## src/rtl/mcpu_alu_sequencer.sv

```systemverilog
// mcpu_alu_sequencer: instruction sequencer and register file in front of a combinational ALU.
// Runs IDLE -> DECODE -> EXEC -> WB for ALU ops and IDLE -> WB for load-immediate.
module mcpu_alu_sequencer #(
   parameter int CMD_SIZE  = 2,
   parameter int WORD_SIZE = 2,
   parameter int REG_ADDR  = 2
) (
   input  logic                 clk,
   input  logic                 rst_n,
   input  logic                 instr_valid,
   output logic                 instr_ready,
   input  logic                 instr_mode,
   input  logic [CMD_SIZE-1:0]  instr_op,
   input  logic [REG_ADDR-1:0]  instr_rd,
   input  logic [REG_ADDR-1:0]  instr_rs1,
   input  logic [REG_ADDR-1:0]  instr_rs2,
   input  logic [WORD_SIZE-1:0] instr_imm,
   output logic [CMD_SIZE-1:0]  alu_opcode,
   output logic [WORD_SIZE-1:0] alu_r1,
   output logic [WORD_SIZE-1:0] alu_r2,
   input  logic [WORD_SIZE-1:0] alu_out,
   input  logic                 alu_overflow,
   output logic                 done,
   output logic                 ovf_sticky,
   input  logic                 ovf_clear,
   input  logic [REG_ADDR-1:0]  dbg_addr,
   output logic [WORD_SIZE-1:0] dbg_data
);
   typedef enum logic [1:0] {IDLE, DECODE, EXEC, WB} state_t;
   state_t               state;
   logic                 mode;
   logic [CMD_SIZE-1:0]  op;
   logic [REG_ADDR-1:0]  rd, rs1, rs2;
   logic [WORD_SIZE-1:0] imm, result;
   logic                 ovf_cap;
   logic [WORD_SIZE-1:0] regs [2**REG_ADDR];

   assign instr_ready = (state == IDLE);
   assign dbg_data    = regs[dbg_addr];

   always_ff @(posedge clk or negedge rst_n) begin
      if (!rst_n) begin
         state      <= IDLE;
         mode       <= 1'b0;
         op         <= '0;
         rd         <= '0;
         rs1        <= '0;
         rs2        <= '0;
         imm        <= '0;
         result     <= '0;
         ovf_cap    <= 1'b0;
         alu_opcode <= '0;
         alu_r1     <= '0;
         alu_r2     <= '0;
         done       <= 1'b0;
         ovf_sticky <= 1'b0;
         for (int i = 0; i < 2**REG_ADDR; i++) regs[i] <= '0;
      end else begin
         done <= 1'b0;
         case (state)
            IDLE: if (instr_valid) begin
               mode  <= instr_mode;
               op    <= instr_op;
               rd    <= instr_rd;
               rs1   <= instr_rs1;
               rs2   <= instr_rs2;
               imm   <= instr_imm;
               state <= instr_mode ? WB : DECODE;
               done  <= instr_mode;
            end
            DECODE: begin
               alu_opcode <= op;
               alu_r1     <= regs[rs1];
               alu_r2     <= regs[rs2];
               state      <= EXEC;
            end
            EXEC: begin
               result  <= alu_out;
               ovf_cap <= alu_overflow;
               state   <= WB;
               done    <= 1'b1;
            end
            WB: begin
               regs[rd] <= mode ? imm : result;
               if (mode) ovf_cap <= 1'b0;
               state <= IDLE;
            end
            default: state <= IDLE;
         endcase
         // A set on the write-back edge takes priority over a simultaneous clear
         if (state == WB && !mode && ovf_cap) ovf_sticky <= 1'b1;
         else if (ovf_clear) ovf_sticky <= 1'b0;
      end
   end
endmodule

```

## config.mk

```make
export PLATFORM = sky130hd
export DESIGN_NAME = mcpu_alu_sequencer
export DESIGN_NICKNAME = d
export VERILOG_FILES = /design/src/rtl/mcpu_alu_sequencer.sv
export SDC_FILE = /design/constraint.sdc
export NUM_CORES = 1
export LEC_CHECK = 0
export ABC_CLOCK_PERIOD_IN_PS = 2800
export CORE_ASPECT_RATIO = 1.25
export CORE_MARGIN = 1
export CORE_UTILIZATION = 48
export CTS_BUF_LIST = sky130_fd_sc_hd__clkbuf_4 sky130_fd_sc_hd__clkbuf_8
export DETAILED_ROUTE_END_ITERATION = 10
export PLACE_DENSITY = 0.76
export SETUP_SLACK_MARGIN = 0.3
export SYNTH_ARGS = -nofsm -noshare
export SYNTH_HDL_FRONTEND = slang
export SYNTH_SLANG_ARGS = --single-unit
```

## constraint.sdc

```tcl
create_clock -name clk -period 2.8 [get_ports clk]
set_input_delay 0.28 -clock clk [delete_from_list [all_inputs] [get_ports clk]]
set_output_delay 0.28 -clock clk [all_outputs]
set_load 0.02 [all_outputs]
```

==> flow_results.xml <==
<?xml version="1.0" encoding="UTF-8"?>
<metrics>
  <group name="sta">
    <metric name="period_share" unit="%">76.8</metric>
    <metric name="hold_viol" unit="">0</metric>
    <metric name="final.setup.tns" unit="ns">0</metric>
    <metric name="grt_setup_unrepaired" unit="">no</metric>
    <metric name="max_slew.worst_pin.slew" unit="ns">0.487</metric>
    <metric name="achievable-frequency" unit="MHz">465</metric>
    <metric name="timing_max_transition_violations_final" unit="">0</metric>
    <metric name="worst_slew_margin_rel" unit="%">67.4</metric>
    <metric name="setup_violations" unit="">0</metric>
    <metric name="timing.clock.skew" unit="ns">0.0150</metric>
    <metric name="finalCriticalPeriod" unit="ns">2.15</metric>
  </group>
  <group name="drt">
    <metric name="drt_first_iter_violations" unit="">28</metric>
    <metric name="vias_per_cell" unit="">5.46</metric>
    <metric name="wirelength" unit="um">2920</metric>
    <metric name="route.detailed.drc" unit="">0</metric>
    <metric name="drt_pass1_iterations" unit="">4</metric>
    <metric name="total_via_count_in_the_routed_design" unit="">972</metric>
    <metric name="final_antenna_net_count" unit="">0</metric>
    <metric name="post_drt_wl_per_cell" unit="um">16.4</metric>
  </group>
  <group name="pwr">
    <metric name="power.share.switching" unit="%">36.1</metric>
    <metric name="internal-power" unit="uW">1360</metric>
    <metric name="p_per_area" unit="mW/mm^2">1110</metric>
    <metric name="power.static_leakage" unit="uW">0.000865</metric>
    <metric name="power.share.sequential" unit="%">42.1</metric>
    <metric name="switching_power" unit="uW">767</metric>
    <metric name="irDropWorstVdd" unit="mV">0.715</metric>
    <metric name="clock_power_share" unit="%">11.9</metric>
    <metric name="share_comb_of_total_power" unit="%">45.9</metric>
  </group>
  <group name="worst_setup_path">
    <metric name="critical_path.top_delay_family" unit="">buffers and inverters</metric>
    <metric name="endpoint" unit="">dbg_data[0]</metric>
    <metric name="path_cells" unit="">clkdlybuf4s50_1 &gt; mux4_2 &gt; clkdlybuf4s50_1</metric>
    <metric name="reg2regPathDepth" unit="">4</metric>
    <metric name="worst-path-max-fanout" unit="">2</metric>
    <metric name="worst_ep_required_time" unit="ns">2.52</metric>
    <metric name="timing.critical_path.from" unit="">dbg_addr[0]</metric>
    <metric name="most_common_cell_type_on_the_critical_path" unit="">sky130_fd_sc_hd__clkdlybuf4s50_1</metric>
    <metric name="crit_cells" unit="">3</metric>
    <metric name="worst_r2r_endpoint" unit="">rd[0]$_DFFE_PN0P_</metric>
    <metric name="worstPathBufferInverterCount" unit="">2</metric>
    <metric name="critPathMaxStageDelay" unit="ns">0.55</metric>
    <metric name="crit_path_start_kind" unit="">input pin</metric>
    <metric name="worstReg2RegStart" unit="">state[0]$_DFFE_PN0P_</metric>
    <metric name="rrSetupSlack" unit="ns">1.16</metric>
    <metric name="cell_type_of_the_slowest_stage_on_the_worst_timing_path" unit="">sky130_fd_sc_hd__clkdlybuf4s50_1</metric>
    <metric name="critPathKind" unit="">in2out</metric>
    <metric name="end_kind" unit="">primary output</metric>
    <metric name="worst-endpoint-arrival" unit="ns">1.87</metric>
  </group>
  <group name="clock_network">
    <metric name="insertion_delay" unit="ns">0.34</metric>
    <metric name="post_cts_hold_buffer_count" unit="">0</metric>
    <metric name="ctsRootBufferMaster" unit="">sky130_fd_sc_hd__clkbuf_4</metric>
    <metric name="clock_sinks" unit="">32</metric>
    <metric name="cts_inserted_buffers" unit="">5</metric>
    <metric name="maximum_count_of_clock_buffers_along_a_single_path" unit="">2</metric>
    <metric name="htreeDepth" unit="">2</metric>
    <metric name="tritoncts" unit="">built</metric>
    <metric name="path_clk_slew" unit="ns">0.10</metric>
    <metric name="cts_repair_resized_insts" unit="">0</metric>
    <metric name="postCtsSetupBuffers" unit="">0</metric>
  </group>
  <group name="floorplanning">
    <metric name="floorplan.die.height" unit="um">65.2</metric>
    <metric name="floorplan.die_area" unit="mm^2">0.00342</metric>
    <metric name="die_width" unit="um">52.5</metric>
    <metric name="core_area" unit="mm^2">0.00300</metric>
    <metric name="initial_utilization" unit="%">51.0</metric>
    <metric name="pin_count" unit="">31</metric>
    <metric name="floorplan.rows" unit="">22</metric>
  </group>
  <group name="logic_synthesis">
    <metric name="synth-edff-count" unit="">0</metric>
    <metric name="synth-async-reset-ratio" unit="%">100</metric>
    <metric name="synth_flop_cell" unit="">sky130_fd_sc_hd__dfrtp_1</metric>
    <metric name="ys_warn_count" unit="">0</metric>
    <metric name="ff_latch_count_synth" unit="">32</metric>
    <metric name="synth_area_per_cell" unit="um^2">14.2</metric>
    <metric name="yosysMostFrequentCell" unit="">sky130_fd_sc_hd__dfrtp_1</metric>
    <metric name="post_synth_xor_area_fraction" unit="%">0</metric>
    <metric name="synth_cell_type_count" unit="">20</metric>
    <metric name="synth.net_count" unit="">134</metric>
    <metric name="post_synthesis_simple_gate_area_fraction" unit="%">7.11</metric>
    <metric name="syn_area" unit="mm^2">0.00153</metric>
    <metric name="synth_top_area_cell" unit="">sky130_fd_sc_hd__dfrtp_1</metric>
    <metric name="synthDominantCellAreaShare" unit="%">52.3</metric>
    <metric name="synth.top_cells.by_area" unit="">sky130_fd_sc_hd__dfrtp_1 (52%), sky130_fd_sc_hd__mux2_2 (15%), sky130_fd_sc_hd__mux2i_1 (7.8%), sky130_fd_sc_hd__ha_1 (4.9%), sky130_fd_sc_hd__mux2_4 (3.9%)</metric>
    <metric name="synth-seq-area-share" unit="%">52.3</metric>
    <metric name="syn_inst" unit="">108</metric>
    <metric name="synth_adder_area_share" unit="%">4.90</metric>
    <metric name="synth_compound_area_share" unit="%">4.08</metric>
    <metric name="ys_top_cells_by_count" unit="">sky130_fd_sc_hd__dfrtp_1 (32), sky130_fd_sc_hd__mux2_2 (20), sky130_fd_sc_hd__mux2i_1 (12), sky130_fd_sc_hd__nand2b_1 (7), sky130_fd_sc_hd__ha_1 (6)</metric>
    <metric name="synth.mux.area_fraction" unit="%">29.4</metric>
    <metric name="synth_top_family_by_area" unit="">multiplexers</metric>
  </group>
  <group name="cells_and_area">
    <metric name="layout_cell_area_excl_fill" unit="mm^2">0.00191</metric>
    <metric name="antenna_cells" unit="">0</metric>
    <metric name="area_growth_syn_to_layout" unit="%">24.8</metric>
    <metric name="final_core_utilization" unit="%">63.7</metric>
    <metric name="drive_gt1_share" unit="%">25.4</metric>
    <metric name="layout.nets" unit="">168</metric>
  </group>
  <group name="outcome">
    <metric name="outcome" unit="">complete, no violations</metric>
  </group>
  <group name="run">
    <metric name="max_cap_violations" unit="">0</metric>
  </group>
  <group name="global_routing">
    <metric name="grt-ovfl-total" unit="">0</metric>
    <metric name="groute.usage.overall" unit="%">20.8</metric>
    <metric name="grt_pass1_vias" unit="">1082</metric>
    <metric name="grt_max_degree" unit="">33</metric>
    <metric name="antenna_found_initial" unit="">0</metric>
    <metric name="grt_pass1_wl" unit="um">4930</metric>
  </group>
  <group name="min_path">
    <metric name="timing.hold.worst.class" unit="">in2async</metric>
  </group>
  <group name="place">
    <metric name="hpwlAfterDp" unit="um">2230</metric>
    <metric name="postPlaceCellArea" unit="mm^2">0.00186</metric>
    <metric name="placement.io_buffers" unit="">30</metric>
    <metric name="finalWeightedCongestion" unit="">0.759</metric>
  </group>
</metrics>
-- sequential cells by signal (all words and copies together), names as in the netlist --
signal / cells
regs: 8
alu_r1: 2
rd: 2
imm: 2
done: 1
rs2: 2
result: 2
state: 2
rs1: 2
alu_opcode: 2
mode: 1
ovf_sticky: 1
op: 2
ovf_cap: 1
alu_r2: 2
-- placed cells by master, fill, tap and decap left out, drive strengths merged, types with 3 or more instances in the layout --
cell and count:
dfrtp 32, mux2i 12, clkdlybuf4s50 30, ha 6, mux2 24, clkbuf 6, nand2b 7, inv 3
nand2 3, o221ai 4
-- power groups by stage --
stage	Sequential, uW	Combinational, uW	Clock, uW
after floorplan	878	675	0
after global placement	889	939	0
after detailed placement	905	985	0
after CTS	895	988	258
after global routing	928	1070	277
final	895	975	254
-- stage by stage --
step | power (uW) | hold slack (ns) | instances | worst slack (ns)
final | 2120 | 0.325 | 178 | 0.651
after global routing | 2270 | 0.353 | 178 | 0.589
after CTS | 2140 | 0.334 | 178 | 0.638
after detailed placement | 1890 | 0.488 | 171 | 0.643
after global placement | 1830 | 0.480 | 171 | 0.668
after floorplan | 1550 | -0.0156 | 108 | 1.46
-- area by class of cell --
type                       count  area [um^2]
timing repair buffer          31          308
fill                         228         1090
multi-input combinational     69          697
tap                           36         45.0
sequential                    32          801
clock buffer                   6         45.0
clock inverter                 1         5.00
inverter                       3         11.3
-- per-layer routing --
metal	vias to the layer above	global-route usage [%]	share of wire, %
li1	457	-	-
met1	490	21.8	39
met2	18	36.6	55
met3	7	7.18	3.9
met4	0	8.88	2.2
met5	-	0	0
-- cells by family (layout without fill, tap and decap cells) --
| logic type | after synthesis | in the layout |
|---|---|---|
| AO/OA/AOI/OAI | 8 | 8 |
| adder cells (fa/ha/maj) | 6 | 6 |
| buffers and inverters | 7 | 41 |
| flip-flops | 32 | 32 |
| multiplexers | 38 | 38 |
| AND/OR/NAND/NOR | 17 | 17 |
-- how the worst min path moves through the flow --
stage	slack, ns	start	cells past startpoint	end
floorplan	-0.02	rst_n	0	alu_opcode[0]$_DFFE_PN0N_
global placement	0.48	op[1]$_DFFE_PN0P_	1	alu_opcode[1]$_DFFE_PN0N_
detailed placement	0.49	alu_r1[0]$_DFFE_PN0N_	2	alu_r1[0]$_DFFE_PN0N_
CTS	0.33	rst_n	2	regs[4]$_DFFE_PN0P_
global route	0.35	rst_n	2	regs[4]$_DFFE_PN0P_
finish	0.33	rst_n	2	regs[5]$_DFFE_PN0P_
Note: power is estimated with default switching activity, not from simulation.
